<file path="src/rtl/nibble_seq_multiplier.sv">
`default_nettype none
// ============================================================================
// Module   : nibble_seq_multiplier
// Purpose  : Sequential unsigned multiplier built around an external
//            combinational 4x4 multiplier. Each RUN cycle presents one
//            nibble pair on mul_a/mul_b. It takes the 8-bit product back on
//            mul_p in the same cycle and adds it, shifted into place, to a
//            2*OPW-bit accumulator. One operation takes N_NIBBLES^2 RUN
//            cycles.
// Ports    : clk, rst       - clock, asynchronous active-high reset
//            in_valid/ready - operand handshake (ready only in IDLE)
//            A_in, B_in     - OPW-bit unsigned operands
//            mul_a, mul_b   - nibbles driven to the 4x4 multiplier
//            mul_p          - 4x4 multiplier product (same-cycle return)
//            out_valid/ready- result handshake
//            Product        - 2*OPW-bit unsigned result
// Revision : 1.0 - initial release
// ============================================================================
module nibble_seq_multiplier #(
  parameter int N_NIBBLES = 2
) (
  input  logic                   clk,
  input  logic                   rst,
  input  logic                   in_valid,
  output logic                   in_ready,
  input  logic [4*N_NIBBLES-1:0] A_in,
  input  logic [4*N_NIBBLES-1:0] B_in,
  output logic [3:0]             mul_a,
  output logic [3:0]             mul_b,
  input  logic [7:0]             mul_p,
  output logic                   out_valid,
  input  logic                   out_ready,
  output logic [8*N_NIBBLES-1:0] Product
);

  localparam int c_OPW  = 4 * N_NIBBLES;
  localparam int c_RW   = 2 * c_OPW;
  localparam int c_NSQ  = N_NIBBLES * N_NIBBLES;
  localparam int c_IDXW = (c_NSQ > 1) ? $clog2(c_NSQ) : 1;
  localparam int c_NW   = (N_NIBBLES > 1) ? $clog2(N_NIBBLES) : 1;
  localparam int c_SHW  = $clog2(c_RW) + 1;

  localparam logic [c_IDXW-1:0] c_LAST  = c_IDXW'(c_NSQ - 1);
  localparam logic [c_NW-1:0]   c_NLAST = c_NW'(N_NIBBLES - 1);

  typedef enum logic [1:0] {
    S_IDLE = 2'd0,
    S_RUN  = 2'd1,
    S_DONE = 2'd2
  } state_t;

  state_t            r_state;
  state_t            w_state_nxt;

  logic [c_OPW-1:0]  r_a;
  logic [c_OPW-1:0]  r_b;
  logic [c_RW-1:0]   r_acc;
  logic [c_RW-1:0]   r_product;
  logic [c_IDXW-1:0] r_idx;
  // i/j nibble indices are tracked alongside idx (i = idx mod N,
  // j = idx div N) so no divider is needed for non-power-of-two N.
  logic [c_NW-1:0]   r_i;
  logic [c_NW-1:0]   r_j;
  logic              r_out_valid;

  logic              w_accept;
  logic              w_step;
  logic              w_last;
  logic              w_release;
  logic [c_SHW-1:0]  w_shamt;
  logic [c_RW-1:0]   w_addend;
  logic [c_RW-1:0]   w_sum;

  // --------------------------------------------------------------------------
  // State register
  // --------------------------------------------------------------------------
  always_ff @(posedge clk or posedge rst) begin
    if (rst) begin
      r_state <= S_IDLE;
    end else begin
      r_state <= w_state_nxt;
    end
  end

  // --------------------------------------------------------------------------
  // Next-state and outputs
  // --------------------------------------------------------------------------
  always_comb begin
    w_state_nxt = r_state;
    in_ready    = 1'b0;
    w_accept    = 1'b0;
    w_step      = 1'b0;
    w_last      = 1'b0;
    w_release   = 1'b0;
    mul_a       = 4'h0;
    mul_b       = 4'h0;
    case (r_state)
      S_IDLE: begin
        // in_ready must read low while reset is asserted, even though the
        // state register already sits in IDLE.
        in_ready = ~rst;
        if (in_valid && !rst) begin
          w_accept    = 1'b1;
          w_state_nxt = S_RUN;
        end
      end
      S_RUN: begin
        w_step = 1'b1;
        for (int k = 0; k < N_NIBBLES; k++) begin
          if (r_i == c_NW'(k)) mul_a = r_a[4*k +: 4];
          if (r_j == c_NW'(k)) mul_b = r_b[4*k +: 4];
        end
        if (r_idx == c_LAST) begin
          w_last      = 1'b1;
          w_state_nxt = S_DONE;
        end
      end
      S_DONE: begin
        if (out_ready) begin
          w_release   = 1'b1;
          w_state_nxt = S_IDLE;
        end
      end
      default: begin
        w_state_nxt = S_IDLE;
      end
    endcase
  end

  // --------------------------------------------------------------------------
  // Partial-product alignment: nibble pair (i,j) carries weight 16^(i+j).
  // The 8-bit product is zero-extended before shifting.
  // --------------------------------------------------------------------------
  always_comb begin
    w_shamt  = c_SHW'(4 * (int'(r_i) + int'(r_j)));
    w_addend = c_RW'(mul_p) << w_shamt;
    w_sum    = r_acc + w_addend;
  end

  // --------------------------------------------------------------------------
  // Datapath
  // --------------------------------------------------------------------------
  always_ff @(posedge clk or posedge rst) begin
    if (rst) begin
      r_a         <= '0;
      r_b         <= '0;
      r_acc       <= '0;
      r_idx       <= '0;
      r_i         <= '0;
      r_j         <= '0;
      r_product   <= '0;
      r_out_valid <= 1'b0;
    end else if (w_accept) begin
      r_a   <= A_in;
      r_b   <= B_in;
      r_acc <= '0;
      r_idx <= '0;
      r_i   <= '0;
      r_j   <= '0;
    end else if (w_step) begin
      r_acc <= w_sum;
      r_idx <= r_idx + 1'b1;
      if (r_i == c_NLAST) begin
        r_i <= '0;
        r_j <= r_j + 1'b1;
      end else begin
        r_i <= r_i + 1'b1;
      end
      if (w_last) begin
        r_product   <= w_sum;
        r_out_valid <= 1'b1;
      end
    end else if (w_release) begin
      // Product is intentionally left holding the last result.
      r_out_valid <= 1'b0;
    end
  end

  assign out_valid = r_out_valid;
  assign Product   = r_product;

endmodule
`default_nettype wire

</file>
<file path="config.mk">
export PLATFORM = sky130hd
export DESIGN_NAME = nibble_seq_multiplier
export DESIGN_NICKNAME = d
export VERILOG_FILES = /design/src/rtl/nibble_seq_multiplier.sv
export SDC_FILE = /design/constraint.sdc
export NUM_CORES = 1
export LEC_CHECK = 0
export BUFFER_PORTS_ARGS = -buffer_cell sky130_fd_sc_hd__buf_2
export CORE_ASPECT_RATIO = 0.75
export CORE_MARGIN = 2
export CORE_UTILIZATION = 47
export DETAILED_ROUTE_END_ITERATION = 8
export PLACE_DENSITY = 0.68
export SLEW_MARGIN = 40
export SYNTH_ARGS = -nofsm -noshare
export SYNTH_HDL_FRONTEND = slang
export SYNTH_SLANG_ARGS = --single-unit
export TNS_END_PERCENT = 20
</file>
<file path="constraint.sdc">
create_clock -name clk -period 4.8 [get_ports clk]
set_input_delay 0.96 -clock clk [delete_from_list [all_inputs] [get_ports clk]]
set_output_delay 0.96 -clock clk [all_outputs]
set_load 0.02 [all_outputs]
</file>
==> out/qor.csv <==
metric,value,unit
Setup TNS Final,0,ns
vias post-DR,2718,
status,"complete, no violations",
RSZ-0062 raised after global routing,false,
Final HPWL DP,5140,µm
GR Overflow Total,0,
most frequent cell after synthesis,nand2_1,
number of global-route vias before repair,2716,
Clock Sinks,55,
Power Total,2.82,mW
PostCTS Resize Cnt,0,
vias per std cell,5.48,
die height,76.3,µm
layout cell share with drive strength beyond 1,0.189,
Slew Limit Fails,0,
Yosys reg bits,55,
max cap viols,0,
worst-margin pin slew,0.716,ns
ant diodes,0,
"EDFF count, synth",0,
Synth top area share,0.420,
met3 usage in global routing,0.0468,
Core Area,0.00677,mm²
ys flop type,dfrtp_1,
Final period util,0.645,
DRC viols,0,
sequential power share,0.292,
RePlAce Congestion,0.900,
Area Overhead vs Synth,12.0,%
M2 GR Usage,0.297,
crit path capture type,register,
Syn. warnings,0,
post-synthesis cell area,0.00327,mm²
Worst Setup Start Kind,register,
Max rail drop VDD,0.305,mV
pre-CTS WS,1.77,ns
"Net Count, Synth",414,
Initial DRT Pass Iterations,4,
met1 usage,0.303,
leading cell types by count after synthesis,"nand2_1 (81), dfrtp_1 (55), o21ai_0 (28), nand3_1 (20), nor2_1 (20)",
CTS tree,built,
Rows,26,
Die ar.,0.00766,mm²
worst endpoint required time,4.97,ns
Async SR Flop Fraction,1.00,
minimum clock period,3.10,ns
Net Switching,1.33,mW
final WL,7150,µm
WP data arrival,3.27,ns
Die X,100,µm
Internal Power,1.49,mW
Post-CTS Setup Inserts,0,
PortBufs,53,
WS Path Type,register to register,
Final setup violation count,0,
clk root buf,clkbuf_8,
GR Util All Layers,0.203,
Routed WL per cell,14.4,µm
Max Fclk,0.323,GHz
cells after synthesis,368,
clk_lat worst skew,0.31,ns
busiest layer in global routing,met1,
drt initial violations,82,
Num CTS Buffers,5,
Logic pwr share,0.599,
syn avg cell area,8.90,µm²
final hold violation count,0,
layout filler cell count,643,
PD cells,770,mW/mm²
"Seq/Total Area, Yosys",0.420,
Initial Util,0.484,
Worst slew margin,0.523,
first-pass GRT wire length,12700,µm
worst clock skew,0.0121,ns
largest net degree at the start of global routing,56,
Synth area leader,dfrtp_1,
Clk network pwr share,0.109,
Sw Share,0.472,
H-tree Lvls,2,
"Clk pin slew, worst setup/hold paths",0.10,ns
Hold Worst Slack,0.481,ns
final worst slack,1.70,ns
nets,457,
CTS max path bufs,2,
I/O pin cnt,54,
synth unique cells,52,
antenna violations before repair,0,
CTS hold repair buffers,0,
"antenna viol nets, final",0,
Synth area leaders,"dfrtp_1 (42%), nand2_1 (9.3%), ha_1 (6.5%)",
static leakage,1.80,nW
Hold Path Class,register to register,
"Max FO, Critical Path",7,
[worst paths after layout]
| path | start | endpoint | slack [ns] | cells past startpoint |
|---|---|---|---|---|
| worst max register to register | r_i | Product[8] | 1.70 | 11 |
| worst min-delay path | r_b[3] | r_b[3] | 0.48 | 2 |
| worst min register to register | r_b[3] | r_b[3] | 0.48 | 2 |
| min in group asynchronous | rst | r_b[1] | 0.84 | 3 |
| max in group asynchronous | rst | r_acc[1] | 3.47 | 3 |
| worst max-delay path | r_i | Product[8] | 1.70 | 11 |
[power by group through the flow]
stage	Sequential, mW	Combinational [mW]	Clock (mW)
final	0.824	1.69	0.308
after detailed placement	0.833	1.68	0
after global placement	0.829	1.64	0
after CTS	0.827	1.69	0.322
after global routing	0.859	1.91	0.334
after floorplan	0.875	1.27	0
[logic make-up (layout without fill, tap and decap cells)]
logic type / Yosys count / after routing / synth area share
AND/OR/NAND/NOR: 155 / 155 / 0.211
AO/OA/AOI/OAI: 86 / 86 / 0.171
flip-flops: 55 / 55 / 0.420
buffers and inverters: 25 / 69 / 0.0417
adder cells (fa/ha/maj): 18 / 18 / 0.0711
multiplexers: 17 / 17 / 0.0527
XOR/XNOR: 12 / 12 / 0.0321
[cell usage in the layout (no fill, tap or decap), types with 3 or more instances in the layout]
cell type  synthesis  final
nand2_1           81     80
o21ai_1            8      8
inv_1              5      4
o21bai_1           3      3
and3_1             3      3
a21oi_1           13     13
xor2_1             5      5
nor2b_1            8      7
nand3_1           20     20
nor3_1             5      5
a21o_1             3      3
xnor2_1            7      7
buf_4              0      3
nor2_1            20     20
mux2i_1           15     15
o31ai_1            5      5
o21ai_0           28     28
and2_1             6      6
a22o_1             4      4
buf_2              4     53
ha_1              17     17
a31oi_1            4      4
dfrtp_1           55     55
clkbuf_8           1      5
[registers in the layout, indices dropped and copies added, names as in the netlist]
register / count
out_valid: 1
r_b: 8
r_i: 1
r_a: 8
r_j: 1
r_idx: 2
r_state: 2
Product: 16
r_acc: 16
[metrics by stage]
stage          instance area (µm²)   util  cells
2_1_floorplan                 3270      -    368
3_3_place_gp                  3550  0.525    488
3_5_place_dp                  3550  0.525    488
4_1_cts                       3670  0.542    496
5_1_grt                       3670  0.542    496
6_report                      3670  0.542    496
[area by class of cell]
cell class / count / area, µm² / area share
Multi-Input combinational cell: 288 / 1770 / 0.482
Sequential cell: 55 / 1380 / 0.375
Timing Repair Buffer: 56 / 288 / 0.0785
Tap cell: 84 / 105 / 0.0287
Clock buffer: 5 / 68.8 / 0.0188
Clock inverter: 3 / 43.8 / 0.0119
Inverter: 5 / 18.8 / 0.00512
[worst max-delay path, stage by stage, from the launching register on]
cell and delay, ns:
dfrtp_1 0.52, ha_1 0.52, nor2_1 0.14, and2_1 0.18, ha_1 0.20, fa_1 0.42
a21oi_1 0.22, o211a_1 0.19, o21ai_0 0.10, a21oi_1 0.19, xor2_1 0.19, o21ai_0 0.10
[per-layer routing]
metal	up-vias	share of wire
li1	1368	-
met1	1261	0.50
met2	83	0.42
met3	6	0.070
met4	0	0.0097
met5	-	0
(Power assumes the default switching activity.)
